`config.mk`:
```
export PLATFORM = sky130hd
export DESIGN_NAME = instr_fetch_queue
export DESIGN_NICKNAME = d
export VERILOG_FILES = /design/src/rtl/instr_fetch_queue.sv
export SDC_FILE = /design/constraint.sdc
export NUM_CORES = 1
export LEC_CHECK = 0
export ABC_CLOCK_PERIOD_IN_PS = 3800
export CORE_AREA = 2 2 188 190
export CTS_BUF_LIST = sky130_fd_sc_hd__clkbuf_4 sky130_fd_sc_hd__clkbuf_8 sky130_fd_sc_hd__clkbuf_16
export CTS_CLUSTER_DIAMETER = 40
export DETAILED_ROUTE_END_ITERATION = 7
export DIE_AREA = 0 0 190 192
export HOLD_SLACK_MARGIN = 0.05
export PLACE_DENSITY = 0.6
export SETUP_SLACK_MARGIN = 0.4
export SLEW_MARGIN = 20
export SYNTH_ARGS = -nofsm -noshare
export SYNTH_HDL_FRONTEND = slang
export SYNTH_SLANG_ARGS = --single-unit
export TNS_END_PERCENT = 5
```
`constraint.sdc`:
```
create_clock -name iCLK -period 3.8 [get_ports iCLK]
set_clock_uncertainty 0.05 [all_clocks]
set_input_delay 0.76 -clock iCLK [delete_from_list [all_inputs] [get_ports iCLK]]
set_output_delay 0.76 -clock iCLK [all_outputs]
set_load 0.02 [all_outputs]
```
`src/rtl/instr_fetch_queue.sv`:
```
// Instruction prefetch queue: single-outstanding fetch FSM (IDLE/WAIT/DROP) feeding a DEPTH-entry FIFO.
// Optional exception vectoring and EPC capture are compiled in with FETCH_EXC_VECTOR_EN.
module instr_fetch_queue #(
    parameter int                ADDR_W    = 32,
    parameter int                DEPTH     = 4,
    parameter logic [ADDR_W-1:0] KTEXT_VEC = 32'h80000180
) (
    input  logic                   iCLK,
    input  logic                   iRST,
    input  logic [ADDR_W-1:0]      iInitialPC,
    output logic                   oMemReq,
    output logic [ADDR_W-1:0]      oMemAddr,
    input  logic                   iMemAck,
    input  logic [ADDR_W-1:0]      iMemData,
    output logic                   oInstrValid,
    output logic [ADDR_W-1:0]      oInstr,
    output logic [ADDR_W-1:0]      oInstrPC,
    input  logic                   iInstrTake,
    input  logic                   iRedirect,
    input  logic [ADDR_W-1:0]      iRedirectPC,
`ifdef FETCH_EXC_VECTOR_EN
    input  logic                   iExc,
    output logic [ADDR_W-1:0]      oEPC,
`endif
    output logic [$clog2(DEPTH):0] oCount
);

    localparam int                PTR_W      = $clog2(DEPTH);
    localparam logic [PTR_W:0]    FULL_COUNT = (PTR_W+1)'(DEPTH);
    localparam logic [ADDR_W-1:0] PC_STEP    = ADDR_W'(4);
    localparam logic [ADDR_W-1:0] ALIGN_MASK = ~(ADDR_W'(3));

    typedef enum logic [1:0] {
        IDLE = 2'd0,
        WAIT = 2'd1,
        DROP = 2'd2
    } fetch_state_t;

    fetch_state_t      stateReg, stateNext;
    logic [ADDR_W-1:0] fetchPcReg, fetchPcNext;
    logic [ADDR_W-1:0] reqAddrReg, reqAddrNext;
    logic [PTR_W-1:0]  wrPtrReg, rdPtrReg;
    logic [PTR_W:0]    countReg;
    logic [ADDR_W-1:0] instrMem [DEPTH];
    logic [ADDR_W-1:0] pcMem    [DEPTH];

    logic              excReq;
    logic              flush;
    logic              push;
    logic              pop;
    logic [ADDR_W-1:0] flushPc;

`ifdef FETCH_EXC_VECTOR_EN
    assign excReq = iExc;
`else
    assign excReq = 1'b0;
`endif

    // An exception outranks a redirect; redirect targets are forced word-aligned.
    assign flush       = iRedirect | excReq;
    assign flushPc     = excReq ? KTEXT_VEC : (iRedirectPC & ALIGN_MASK);
    assign oInstrValid = (countReg != '0);
    assign pop         = iInstrTake & oInstrValid & ~flush;

    always_comb begin
        stateNext   = stateReg;
        fetchPcNext = fetchPcReg;
        reqAddrNext = reqAddrReg;
        oMemReq     = 1'b0;
        push        = 1'b0;
        case (stateReg)
            IDLE: begin
                if (!flush && (countReg != FULL_COUNT)) begin
                    oMemReq     = 1'b1;
                    reqAddrNext = fetchPcReg;
                    stateNext   = WAIT;
                end
            end
            WAIT: begin
                oMemReq = 1'b1;
                if (flush) begin
                    stateNext = iMemAck ? IDLE : DROP;
                end else if (iMemAck) begin
                    push        = 1'b1;
                    fetchPcNext = fetchPcReg + PC_STEP;
                    stateNext   = IDLE;
                end
            end
            DROP: begin
                // Old request stays on the bus until memory answers; its data is discarded.
                oMemReq = 1'b1;
                if (iMemAck) begin
                    stateNext = IDLE;
                end
            end
            default: begin
                stateNext = IDLE;
            end
        endcase
        if (flush) begin
            fetchPcNext = flushPc;
        end
        if (iRST) begin
            oMemReq = 1'b0;
        end
    end

    assign oMemAddr = (stateReg == IDLE) ? fetchPcReg : reqAddrReg;

    always_ff @(posedge iCLK) begin
        if (iRST) begin
            stateReg   <= IDLE;
            fetchPcReg <= iInitialPC;
            reqAddrReg <= iInitialPC;
        end else begin
            stateReg   <= stateNext;
            fetchPcReg <= fetchPcNext;
            reqAddrReg <= reqAddrNext;
        end
    end

    always_ff @(posedge iCLK) begin
        if (iRST || flush) begin
            wrPtrReg <= '0;
            rdPtrReg <= '0;
            countReg <= '0;
        end else begin
            if (push) begin
                wrPtrReg <= wrPtrReg + PTR_W'(1);
            end
            if (pop) begin
                rdPtrReg <= rdPtrReg + PTR_W'(1);
            end
            if (push && !pop) begin
                countReg <= countReg + (PTR_W+1)'(1);
            end else if (pop && !push) begin
                countReg <= countReg - (PTR_W+1)'(1);
            end
        end
    end

    // Storage needs no reset: entries are only observed once counted valid.
    always_ff @(posedge iCLK) begin
        if (push) begin
            instrMem[wrPtrReg] <= iMemData;
            pcMem[wrPtrReg]    <= fetchPcReg;
        end
    end

    assign oInstr   = instrMem[rdPtrReg];
    assign oInstrPC = pcMem[rdPtrReg];
    assign oCount   = countReg;

`ifdef FETCH_EXC_VECTOR_EN
    logic [ADDR_W-1:0] epcReg;

    always_ff @(posedge iCLK) begin
        if (iRST) begin
            epcReg <= '0;
        end else if (iExc) begin
            epcReg <= oInstrValid ? oInstrPC : fetchPcReg;
        end
    end

    assign oEPC = epcReg;
`endif

endmodule
```
==> results of run 1 <==
[area by class of cell]
cell class	instances	share of cell area, %
diodes	1	0.0140
clock buffers	55	6.94
clock inverters	28	1.41
inverters	22	0.461
multi-input cells	349	19.7
flip-flops and latches	331	54.9
well taps	455	3.18
repair buffers	233	13.4
[report_power, final]
group | switching (W) | leakage, nW | internal, W
sequential | 0.000114 | 3.06 | 0.00415
combinational | 0.000345 | 2.14 | 0.000370
clock | 0.00154 | 0.725 | 0.00254
total | 0.00200 | 5.92 | 0.00706
[registers in the layout, summed over array words and instances (netlist names), named ones only]
name,flops
wrPtrReg,2
reqAddrReg,32
fetchPcReg,32
pcMem,128
instrMem,128
oCount,3
rdPtrReg,2
stateReg,2
[timing repair]
action,CTS,global route
gates resized for setup,1,1
endpoints found under the setup margin,34,6
hold buffers,0,0
setup buffers,4,0
[logic make-up after synthesis]
logic type | share of synthesized area [%]
DFF | 72.2
AOI/OAI and AO/OA | 3.71
buffers and inverters | 2.13
adders and majority gates | 1.07
xor gates and xnor gates | 1.67
muxes | 15.0
and+or+nand+nor | 4.25
[metal layers]
layer	share of wire [%]	routed length (um)	track usage, %	up-vias
met5	0.050	16	0	-
met3	6.4	2020	4.28	45
met4	1.7	545	4.98	2
met2	48	15300	29.2	230
met1	44	13900	23.5	3877
li1	-	-	-	3462
[cell usage in the layout (no fill, tap or decap), drive strengths merged, types with 16 or more instances in the layout]
cell type	netlist	layout
buf	20	35
edfxtp	320	320
o21ai	37	37
nand3	17	17
clkbuf	20	55
mux4	64	64
clkdlybuf4s50	0	197
nand2	26	26
inv	22	25
mux2	51	51
clkinv	0	16
nor2	28	28
[how the worst max path moves through the flow]
stage / slack, ps / cells past startpoint / endpoint / start
final: 430 / 5 / oMemAddr[13] / stateReg[1]
after global routing: 360 / 5 / oMemAddr[13] / stateReg[1]
after CTS: 390 / 5 / oMemAddr[17] / stateReg[1]
after detailed placement: 570 / 7 / fetchPcReg[19] / iRedirect
after global placement: 610 / 9 / oCount[2] / iMemAck
after floorplan: 570 / 3 / instrMem[0][0] / iRedirect
[stage by stage]
step                power (W)  setup slack (ps)
CTS                   0.00916               394
finish                0.00907               434
detailed placement    0.00506               571
global route          0.00938               358
floorplan             0.00466               566
global placement      0.00505               605
[worst max-delay path, stage by stage, from the launching register on]
cell,delay [ps]
dfxtp_1,340
inv_1,150
ha_4,320
buf_4,260
mux2_2,390
clkdlybuf4s50_1,560
==> run_results.csv, run 1 <==
group,metric,value,unit
timing,finalCriticalPeriod,3370,ps
global_route,grt-ovfl-total,0,
synthesis,syn_inst,742,
clock_network,clk_path_buf_depth,3,
place,place_congestion,0.755,
synthesis,ys_async_sr_fraction,0,%
cells_and_area,final_nets,1094,
global_route,grt_max_degree,50,
place,port-buffer-count,199,
cells_and_area,fin_util,52.2,%
clock_network,cts_made_buffers,45,
global_route,antenna_found_initial,2,
timing,fin_setup_tns,0,ps
synthesis,yosysTopAreaCell,"edfxtp_1",
clock_network,clock_sinks,331,
cells_and_area,layout-drive-gt1-share,24.1,%
critical_path,r2r_slack,1170,ps
critical_path,cp_max_fo,14,
floorplan,die_h,192,um
clock_network,cts-htree-levels,2,
run,max_cap_violations,0,
detailed_routing,num_vias,7616,
floorplan,die-area,36500,um^2
detailed_routing,routedWlPerCell,21.5,um
critical_path,worstReg2RegEnd,"oCount[2]",
synthesis,yosys_warnings,0,
synthesis,synth_common_cells,"edfxtp_1 (320), mux4_2 (64), mux2_2 (51)",
critical_path,arrival,2560,ps
cells_and_area,final_cells,1474,
cells_and_area,seq_area,9840,um^2
critical_path,critical_path_required,2990,ps
cells_and_area,area_growth,31.5,%
synthesis,synth_edf_count,320,
min_path,holdCritStartpoint,"rdPtrReg[1]",
synthesis,synthesis.nets,854,
timing,rsz0062_at_grt,"yes",
place,dp.cells,1386,
critical_path,r2r-start,"stateReg[1]",
outcome,status,"complete, no violations",
min_path,hold_depth,2,
detailed_routing,drc,0,
floorplan,die_w,190,um
cells_and_area,final_area,17900,um^2
floorplan,start_util,39.7,%
synthesis,yosysMostFrequentCell,"edfxtp_1",
synthesis,ys_types,45,
timing,hold_ws,476,ps
timing,maxSlewHeadroom,25.7,%
clock_network,clkSlewWorstSetupHoldPaths,50,ps
detailed_routing,first_pass_iters,5,
detailed_routing,ant_nets,0,
timing,setup_violations,0,
timing,period_share,88.6,%
timing,report.final.slew_viol_count,0,
detailed_routing,drtIter0Drc,466,
floorplan,rows,68,
synthesis,synthesis.area,13600,um^2
global_route,grt_usage,17.7,%
synthesis,syn_avg_cell_area,18.4,um^2
critical_path,worstSetupStartpointType,"flop",
global_route,grt_pass1_vias,8000,
synthesis,yosys-top-cells-area,"edfxtp_1 (71%), mux4_2 (11%), mux2_2 (4.2%)",
clock_network,cts_tree,"done",
clock_network,root_buffer,"clkbuf_16",
detailed_routing,routed_wl,31700,um
power,ir_drop,0.275,mV
place,dp_hpwl,20300,um
power,power_density,506,nW/um^2
clock_network,clkLatencyLatePin,540,ps
critical_path,crit_type,"flop to primary output",
floorplan,ioPinCount,202,
synthesis,dominantRegCellSynth,"edfxtp_1",
detailed_routing,vias_per_cell,5.17,
synthesis,yosys.area.top_type_share,70.5,%
critical_path,critical_path.endpoint_type,"primary output",
critical_path,worst_r2r_path_depth,10,
timing,max_freq,0.297,GHz
min_path,hold_class,"flop to flop",
place,dpl-instance-area,16300,um^2
timing,tightest_slew,1110,ps
cells_and_area,fillers,2793,
cells_and_area,multi_input_area,3530,um^2
synthesis,ys_seq_area_share,72.2,%
synthesis,ys_ff_latch,331,
power,static-leakage-power,5.92,nW
global_route,grt_pass1_wl,48000,um
floorplan,core_area,34300,um^2
timing,hold_viol,0,
Note: power is estimated with default switching activity, not from simulation.
==> run 2, diff against run 1 <==
--- a/config.mk
+++ b/config.mk
@@ -12,7 +12,7 @@
 export DETAILED_ROUTE_END_ITERATION = 7
 export DIE_AREA = 0 0 190 192
 export HOLD_SLACK_MARGIN = 0.05
-export PLACE_DENSITY = 0.6
+export PLACE_DENSITY = 0.72
 export SETUP_SLACK_MARGIN = 0.4
 export SLEW_MARGIN = 20
 export SYNTH_ARGS = -nofsm -noshare
==> run 2 against run 1 <==
Die area is the same. Setup slack lost 4.5 ps. Clock power grew 5.4%. Total power grew 2.4%. Critical path type unchanged.
==> run_results.csv, run 2 (synthesis results as in run 1) <==
group,metric,value,unit
outcome,status,"complete, no violations",
place,port-buffer-count,199,
clock_network,cts-htree-levels,2,
cells_and_area,final_cells,1471,
detailed_routing,first_pass_iters,5,
power,finalPower,0.00929,W
run,max_cap_violations,0,
critical_path,arrival,2560,ps
detailed_routing,drc,0,
timing,fin_setup_tns,0,ps
global_route,antenna_found_initial,3,
critical_path,crit_type,"flop to primary output",
detailed_routing,ant_nets,0,
critical_path,max_stage_delay,590,ps
place,dp.cells,1385,
timing,max_freq,0.297,GHz
cells_and_area,fillers,2786,
clock_network,clk_path_buf_depth,3,
cells_and_area,layout-drive-gt1-share,24.1,%
cells_and_area,final_common_cell,"edfxtp_1",
floorplan,die-area,36500,um^2
power,ir_drop,0.310,mV
cells_and_area,multi_input_area,3530,um^2
floorplan,die_w,190,um
cells_and_area,reg.largest.list,"instrMem: 128 flops, pcMem: 128 flops",
detailed_routing,routed_wl,31500,um
timing,period_share,88.7,%
clock_network,root_buffer,"clkbuf_16",
critical_path,critical_path_required,2990,ps
clock_network,cts_made_buffers,47,
critical_path,cp_max_fo,21,
floorplan,rows,68,
timing,tightest_slew,1090,ps
global_route,grt_max_degree,34,
timing,fin_ws,429,ps
global_route,grt_usage,17.6,%
critical_path,crit_chain,"inv_1 > ha_4 > buf_12 > mux2_2 > clkdlybuf4s50_1",
detailed_routing,routedWlPerCell,21.4,um
critical_path,cp_slowest_cell,"clkdlybuf4s50_1",
place,pre_cts_ws,477,ps
detailed_routing,drtIter0Drc,497,
clock_network,clkLatencyLatePin,540,ps
floorplan,core_area,34300,um^2
critical_path,worstSetupStartpointType,"flop",
timing,report.final.slew_viol_count,0,
critical_path,critical_path.endpoint_type,"primary output",
place,place_congestion,0.768,
critical_path,r2r_slack,1110,ps
timing,finalCriticalPeriod,3370,ps
clock_network,cts_tree,"done",
global_route,grt-ovfl-total,0,
clock_network,cts-hold-fix-buffers,0,
timing,setup_violations,0,
power,power_density,516,nW/um^2
cells_and_area,area_growth,32.0,%
global_route,grt_pass1_wl,48000,um
cells_and_area,final_cell_mix,"edfxtp_1 (320), clkdlybuf4s50_1 (198), mux4_2 (64)",
floorplan,ioPinCount,202,
cells_and_area,fin_util,52.4,%
floorplan,die_h,192,um
cells_and_area,final_nets,1092,
place,dp_hpwl,20000,um
power,static-leakage-power,5.93,nW
min_path,hold_class,"flop to flop",
floorplan,start_util,39.7,%
clock_network,clock_sinks,331,
timing,rsz0062_at_grt,"yes",
clock_network,clkSlewWorstSetupHoldPaths,60,ps
timing,maxSlewHeadroom,27.2,%
detailed_routing,num_vias,7700,
detailed_routing,vias_per_cell,5.23,
global_route,grt_pass1_vias,8219,
cells_and_area,seq_area,9840,um^2
timing,hold_viol,0,
==> run 2: changes by cell type in the layout (fill, tap and decap cells not counted), moves of 2 or more <==
cell       change
buf_4          -5
inv_8          +5
clkbuf_4       -6
clkbuf_16      +2
clkinv_1       -3
==> run 2: final timing paths <==
check / start / cells after the start / endpoint
max: stateReg[1] / 5 / oMemAddr[0]
min: wrPtrReg[1] / 2 / wrPtrReg[1]
max reg2reg: stateReg[1] / 10 / oCount[2]
min reg2reg: wrPtrReg[1] / 2 / wrPtrReg[1]
==> run 2: layout make-up <==
cell class	instances	area share [%]
Tap cell	455	3.17
Clock inverter	33	1.94
Inverter	22	0.459
Multi-Input combinational cell	349	19.6
Clock buffer	50	6.86
Sequential cell	331	54.7
Antenna cell	2	0.0278
Timing Repair Buffer	229	13.2
==> run 2: stage by stage <==
stage / cell area, um^2 / hold slack (ps)
2_1_floorplan: 13600 / 426
3_3_place_gp: 16400 / 447
3_5_place_dp: 16400 / 467
4_1_cts: 18000 / 480
5_1_grt: 18000 / 506
6_report: 18000 / 478
==> run 2: timing repair <==
action	in CTS	in global routing
setup endpoints to repair	68	71
buffers inserted	0	1
resized for setup	1	0
==> run 2: critical path, delay by kind of cell (launching register included) <==
| kind | cells | cell delay, ps |
|---|---|---|
| DFF | 1 | 350 |
| muxes | 1 | 360 |
| buffers and inverters | 3 | 960 |
| adders and majority gates | 1 | 320 |
==> run 2: routing by layer <==
layer / vias to the layer above / track usage [%] / share of wire (%)
met2: 274 / 29.3 / 48
met3: 59 / 3.87 / 7.0
met5: - / 0 / 0.035
met4: 2 / 6.44 / 2.7
li1: 3464 / - / -
met1: 3901 / 22.7 / 42
==> run 2: power breakdown <==
part           internal, W  switching, W  total (W)
Combinational     0.000367      0.000345   0.000712
Clock              0.00266       0.00164    0.00431
Sequential         0.00415      0.000116    0.00426
